## src/rtl/hazard_pkg.sv

```systemverilog
// rtl/hazard_pkg.sv - shared encodings for the hazard/forwarding controller
package hazard_pkg;

  // ALU operand mux select encodings; 2'b11 is never produced
  localparam logic [1:0] FWD_REG   = 2'b00;
  localparam logic [1:0] FWD_EXMEM = 2'b01;
  localparam logic [1:0] FWD_MEMWB = 2'b10;

  typedef enum logic [0:0] {
    S_RUN    = 1'b0,
    S_MCBUSY = 1'b1
  } state_t;

endpackage

```

## src/rtl/fwd_sel_calc.sv

```systemverilog
// rtl/fwd_sel_calc.sv - forward select comparator for one ALU source operand
module fwd_sel_calc
  import hazard_pkg::*;
#(
  parameter int REG_ADDR_W = 5
) (
  input  logic [REG_ADDR_W-1:0] src,
  input  logic [REG_ADDR_W-1:0] ex_rd,
  input  logic                  ex_regwrite,
  input  logic [REG_ADDR_W-1:0] mem_rd,
  input  logic                  mem_regwrite,
  output logic [1:0]            sel
);

  // Youngest producer wins; register 0 is hardwired and never forwards
  always_comb begin
    sel = FWD_REG;
    if (ex_regwrite && (ex_rd != '0) && (ex_rd == src)) begin
      sel = FWD_EXMEM;
    end else if (mem_regwrite && (mem_rd != '0) && (mem_rd == src)) begin
      sel = FWD_MEMWB;
    end
  end

endmodule

```

## src/rtl/hazard_forward_ctrl.sv

```systemverilog
// rtl/hazard_forward_ctrl.sv - load-use/multicycle stall FSM, forward registers and stall counter
module hazard_forward_ctrl
  import hazard_pkg::*;
#(
  parameter int REG_ADDR_W = 5,
  parameter int MC_LAT     = 4,
  parameter int CNT_W      = 16
) (
  input  logic                  Clk,
  input  logic                  Rst,
  input  logic [REG_ADDR_W-1:0] id_rs,
  input  logic [REG_ADDR_W-1:0] id_rt,
  input  logic                  id_uses_rs,
  input  logic                  id_uses_rt,
  input  logic                  id_alusrc,
  input  logic [REG_ADDR_W-1:0] ex_rd,
  input  logic                  ex_regwrite,
  input  logic                  ex_memread,
  input  logic                  ex_multicycle,
  input  logic [REG_ADDR_W-1:0] mem_rd,
  input  logic                  mem_regwrite,
  input  logic                  branch_taken,
  output logic                  pc_write,
  output logic                  ifid_write,
  output logic                  ifid_flush,
  output logic                  idex_write,
  output logic                  idex_bubble,
  output logic                  exmem_bubble,
  output logic [1:0]            fwd_a_sel,
  output logic [1:0]            fwd_b_sel,
  output logic [CNT_W-1:0]      stall_cnt
);

  // MC_LAT=1 means multicycle ops finish in one EX cycle and never stall
  localparam bit MC_EN = (MC_LAT > 1);
  localparam int MC_W  = (MC_LAT > 2) ? $clog2(MC_LAT - 1) : 1;
  localparam logic [MC_W-1:0] MC_INIT = MC_W'((MC_LAT > 1) ? (MC_LAT - 2) : 0);

  state_t          state, state_next;
  logic [MC_W-1:0] mc_cnt, mc_next;
  logic [1:0]      calc_a, calc_b_raw, calc_b;
  logic [1:0]      fwd_a_next, fwd_b_next;
  logic            load_use;
  logic            run_rules;

  fwd_sel_calc #(.REG_ADDR_W(REG_ADDR_W)) u_fwd_rs (
    .src          (id_rs),
    .ex_rd        (ex_rd),
    .ex_regwrite  (ex_regwrite),
    .mem_rd       (mem_rd),
    .mem_regwrite (mem_regwrite),
    .sel          (calc_a)
  );

  fwd_sel_calc #(.REG_ADDR_W(REG_ADDR_W)) u_fwd_rt (
    .src          (id_rt),
    .ex_rd        (ex_rd),
    .ex_regwrite  (ex_regwrite),
    .mem_rd       (mem_rd),
    .mem_regwrite (mem_regwrite),
    .sel          (calc_b_raw)
  );

  // Operand B comes from the immediate when ALUSrc is set, so no forwarding
  assign calc_b = id_alusrc ? FWD_REG : calc_b_raw;

  assign load_use = ex_memread && (ex_rd != '0) &&
                    ((id_uses_rs && (ex_rd == id_rs)) || (id_uses_rt && (ex_rd == id_rt)));

  // Next state, pipeline enables and next forward selects by hazard priority
  always_comb begin
    pc_write     = 1'b1;
    ifid_write   = 1'b1;
    idex_write   = 1'b1;
    ifid_flush   = 1'b0;
    idex_bubble  = 1'b0;
    exmem_bubble = 1'b0;
    state_next   = state;
    mc_next      = mc_cnt;
    fwd_a_next   = fwd_a_sel;
    fwd_b_next   = fwd_b_sel;
    run_rules    = 1'b0;

    if (state == S_MCBUSY) begin
      if (mc_cnt == '0) begin
        state_next = S_RUN;
        run_rules  = 1'b1;
      end else begin
        pc_write     = 1'b0;
        ifid_write   = 1'b0;
        idex_write   = 1'b0;
        exmem_bubble = 1'b1;
        mc_next      = mc_cnt - MC_W'(1);
      end
    end else if (!branch_taken && ex_multicycle && MC_EN) begin
      pc_write     = 1'b0;
      ifid_write   = 1'b0;
      idex_write   = 1'b0;
      exmem_bubble = 1'b1;
      mc_next      = MC_INIT;
      state_next   = S_MCBUSY;
    end else begin
      run_rules = 1'b1;
    end

    // Release from MCBUSY does not re-check ex_multicycle: EX holds a new instr next
    if (run_rules) begin
      if (branch_taken) begin
        ifid_flush  = 1'b1;
        idex_bubble = 1'b1;
        fwd_a_next  = FWD_REG;
        fwd_b_next  = FWD_REG;
      end else if (load_use) begin
        pc_write    = 1'b0;
        ifid_write  = 1'b0;
        idex_bubble = 1'b1;
        fwd_a_next  = FWD_REG;
        fwd_b_next  = FWD_REG;
      end else begin
        fwd_a_next = calc_a;
        fwd_b_next = calc_b;
      end
    end

    if (!Rst) begin
      pc_write     = 1'b0;
      ifid_write   = 1'b0;
      idex_write   = 1'b0;
      ifid_flush   = 1'b1;
      idex_bubble  = 1'b1;
      exmem_bubble = 1'b1;
    end
  end

  // State, multicycle countdown, forward registers and saturating stall counter
  always_ff @(posedge Clk) begin
    if (!Rst) begin
      state     <= S_RUN;
      mc_cnt    <= '0;
      fwd_a_sel <= FWD_REG;
      fwd_b_sel <= FWD_REG;
      stall_cnt <= '0;
    end else begin
      state     <= state_next;
      mc_cnt    <= mc_next;
      fwd_a_sel <= fwd_a_next;
      fwd_b_sel <= fwd_b_next;
      if (!pc_write && (stall_cnt != {CNT_W{1'b1}})) begin
        stall_cnt <= stall_cnt + CNT_W'(1);
      end
    end
  end

endmodule

```

## config.mk

```make
export PLATFORM = sky130hd
export DESIGN_NAME = hazard_forward_ctrl
export DESIGN_NICKNAME = d
export VERILOG_FILES = /design/src/rtl/hazard_pkg.sv /design/src/rtl/fwd_sel_calc.sv /design/src/rtl/hazard_forward_ctrl.sv
export SDC_FILE = /design/constraint.sdc
export NUM_CORES = 1
export LEC_CHECK = 0
export CAP_MARGIN = 20
export CORE_ASPECT_RATIO = 0.75
export CORE_MARGIN = 8
export CORE_UTILIZATION = 45
export DETAILED_ROUTE_END_ITERATION = 7
export MAX_ROUTING_LAYER = met4
export PLACE_DENSITY = 0.88
export SLEW_MARGIN = 30
export SYNTH_ARGS = -nofsm -noshare
export SYNTH_HDL_FRONTEND = slang
export SYNTH_HIERARCHICAL = 1
export SYNTH_SLANG_ARGS = --single-unit
```

## constraint.sdc

```tcl
create_clock -name Clk -period 2.7 [get_ports Clk]
set_clock_uncertainty 0.2 [all_clocks]
set_input_delay 0.54 -clock Clk [delete_from_list [all_inputs] [get_ports Clk]]
set_output_delay 0.54 -clock Clk [all_outputs]
set_load 0.005 [all_outputs]
```

==> flow_summary_export.csv <==
group,metric,value,unit
run_status,status,"finished clean",
clock_network,clockRootBuffer,"clkbuf_8",
setup_path,cp-end-kind,"primary output",
synth,netlist_area,0.001569,mm2
clock_network,cts-buffers-inserted,3,
power,vdd_drop_max,0.0003205,V
sta,rsz0062_at_grt,"yes",
setup_path,critPathTopFamily,"simple AND/OR/NAND/NOR gates",
sta,post-route-min-period,2.660,ns
cells_and_area,multi_input_area,0.001087,mm2
drt,finalWirelength,5100,um
die,floorplan.initialDensity,47.39,%
synth,netlist_instances,186,
synth,synth_edf_count,0,
min_path,hp-start,"fwd_b_sel[0]$_SDFFE_PN0N_",
drt,wire_per_inst,16.56,um
setup_path,r2r-end,"stall_cnt[9]$_SDFFE_PN0P_",
drt,ant_nets,0,
setup_path,reg2reg_from,"mc_cnt[0]$_SDFFE_PN0P_",
synth,ys_ff_latch,23,
clock_network,htree_levels,1,
power,total_power,797.5,uW
grt,grt_max_degree,25,
setup_path,path_cells,"dlygate4sd2_1, or4_4, o21ai_4, nor2_2, a21oi_2, buf_2",
grt,grt_pass1_wl,7783,um
placement,dp_cells,303,
power,p_per_area,324.8,mW/mm2
clock_network,clkLatencyLatePin,0.27,ns
setup_path,critPathRequiredTime,1.96,ns
setup_path,critPathBufInv,2,
die,row_count,18,
setup_path,ff2ff_setup_slack,0.32,ns
sta,final.period_utilization,98.51,%
job,drv_cap,0,
synth,synth_top_flop_cell,"dfxtp_1",
cells_and_area,synthToLayoutAreaGrowth,56.46,%
die,dieArea,0.005651,mm2
setup_path,critPathMaxStageDelay,0.50,ns
cells_and_area,final_layout_size_suffix_gt1_share,20.52,%
drt,remaining_drc_errors,0,
setup_path,crit_type,"input port to primary output",
min_path,min_path_cells,1,
synth,ys.warnings.count,6,
clock_network,clkSinkCount,23,
setup_path,cp-start-kind,"input port",
drt,avgViaCountPerCell,5.399,
drt,drt_pass1_iterations,4,
die,pin_count,56,
sta,whs,0.2785,ns
sta,hold_viol,0,
grt,antenna_found_initial,0,
cells_and_area,n_fill_cell,225,
cells_and_area,diodes,0,
synth,seq_area_frac_synth,29.35,%
setup_path,slowest_stage,"or4_4",
synth,avgSynthCellArea,8.436,um2
cells_and_area,final_core_util,74.15,%
cells_and_area,seqCellArea,460.4,um2
cells_and_area,instances_no_fill,308,
grt,grt_pass1_vias,1552,
setup_path,cp_max_fo,3,
power,cellLeakagePower,0.001082,uW
drt,first_iter_violations,168,
clock_network,cts_tree,"yes",
min_path,hp-class,"flop to flop",
die,chipHeight,67.14,um
min_path,min_delay_worst_endpoint,"fwd_b_sel[0]$_SDFFE_PN0N_",
grt,track_usage,17.33,%
setup_path,rr_worst_depth,11,
sta,slew-limit-headroom,72.44,%
sta,drv_slew,0,
placement,port_buffers,55,
placement,dpl.hpwl,3858,um
setup_path,critical_path_arrival,1.92,ns
synth,yosysUniqueCellTypes,41,
cells_and_area,final_nets,301,
setup_path,crit_start,"ex_rd[3]",
clock_network,clk_pin_slew_worst_paths,0.07,ns
grt,grt_overflow,0,
die,coreArea,0.003311,mm2
die,die_w,84.18,um
sta,setup_viol,0,
sta,fmax,376.0,MHz
placement,routabilityCongestion,0.8579,
sta,fin_setup_tns,0,ns
drt,vias,1663,
setup_path,path_depth,6,
clock_network,cts_buffer_depth,2,
synth,synthArstFlopShare,0,%
synth,syn_nets,218,
sta,worst_pin_slew,0.4125,ns
per-layer routing:
metal	up-vias	GRT usage [%]	part of all wire (%)
met5	-	-	0
met1	787	21.31	44
met2	57	29.55	48
met3	4	3.846	7.1
met4	0	1.717	0.75
li1	815	-	-
cells in the final DEF (no fill, tap or decap), types with 3 or more instances in the layout:
| cell type | instances |
|---|---|
| mux2i_1 | 3 |
| dfxtp_1 | 23 |
| buf_4 | 26 |
| nand2b_1 | 3 |
| nor2b_1 | 3 |
| buf_2 | 3 |
| buf_6 | 4 |
| clkbuf_8 | 3 |
| inv_1 | 6 |
| nor3_1 | 12 |
| nor2_1 | 5 |
| nand4_1 | 3 |
| dlymetal6s2s_1 | 8 |
| and3_1 | 3 |
| and2_1 | 12 |
| nand2_1 | 14 |
| dlygate4sd2_1 | 6 |
| xnor2_1 | 21 |
| a21boi_1 | 3 |
| clkdlybuf4s50_1 | 36 |
| o21ai_0 | 3 |
| xor2_1 | 15 |
| nand3_1 | 13 |
cells in the mapped netlist, types with 3 or more instances:
cell / count / share of area (%)
mux2i_1: 3 / 1.9
dfxtp_1: 23 / 29
o21ai_0: 4 / 1.3
nand4_1: 3 / 1.2
nand2b_1: 3 / 1.2
xnor2_1: 21 / 12
nand2_1: 14 / 3.3
nor2b_1: 4 / 1.6
clkbuf_1: 3 / 0.72
nor2_1: 6 / 1.4
inv_1: 6 / 1.4
a21oi_1: 4 / 1.3
and3_1: 3 / 1.2
and2_1: 12 / 4.8
xor2_1: 15 / 8.4
nor3_1: 12 / 3.8
nand3_1: 13 / 4.1
a21boi_1: 3 / 1.4
what timing repair did:
action / in CTS / in global routing
setup buffers: 1 / 0
hold endpoints to repair: 0 / 0
pin swaps: 7 / 6
endpoints found under the setup margin: 21 / 8
hold buffers: 0 / 0
resized for setup: 33 / 12
state kept, by name, summed over array words and instances (netlist names):
name / flops
state: 1
fwd_b_sel: 2
stall_cnt: 16
fwd_a_sel: 2
mc_cnt: 2
worst max path at each step:
stage                     slack (ns)          end
after floorplan                 0.18     pc_write
after global placement         -0.66     pc_write
after detailed placement       -0.71   ifid_write
after CTS                      0.008   ifid_write
after global routing          -0.008  idex_bubble
final                           0.04   ifid_write
layout make-up:
cell class | instances | share of cell area, %
Clock buffer | 3 | 1.682
Inverter | 6 | 0.9174
Tap cell | 40 | 2.039
Clock inverter | 1 | 0.2039
Sequential cell | 23 | 18.76
Timing Repair Buffer | 85 | 32.11
Multi-Input combinational cell | 150 | 44.29
report_power, final:
group | switching [uW] | internal, uW
sequential | 7.01 | 346
combinational | 105 | 127
clock | 110 | 103
total | 221 | 576
cell families after synthesis:
| group | share of synthesized area [%] |
|---|---|
| DFF | 29.35 |
| xor gates and xnor gates | 20.10 |
| buffers and inverters | 3.987 |
| muxes | 1.914 |
| adders and majority gates | 1.595 |
| and+or+nand+nor | 30.70 |
| AOI/OAI and AO/OA | 12.36 |
stage by stage:
stage / cell area (um2) / worst slack (ns)
after global placement: 2347 / -0.6617
after CTS: 2420 / 0.007552
after floorplan: 1569 / 0.1819
after detailed placement: 2347 / -0.7070
final: 2455 / 0.04011
after global routing: 2455 / -0.008348
worst register-to-register path: stages (launching register included):
cell      delay (ns)
dfxtp_1         0.39
inv_1           0.08
ha_1            0.19
nor2b_1         0.17
a21oi_2         0.06
nand2_1         0.10
buf_4           0.12
a21oi_2         0.05
buf_4           0.19
or2_4           0.29
or3_1           0.35
a21boi_1        0.14
(Power assumes the default switching activity.)
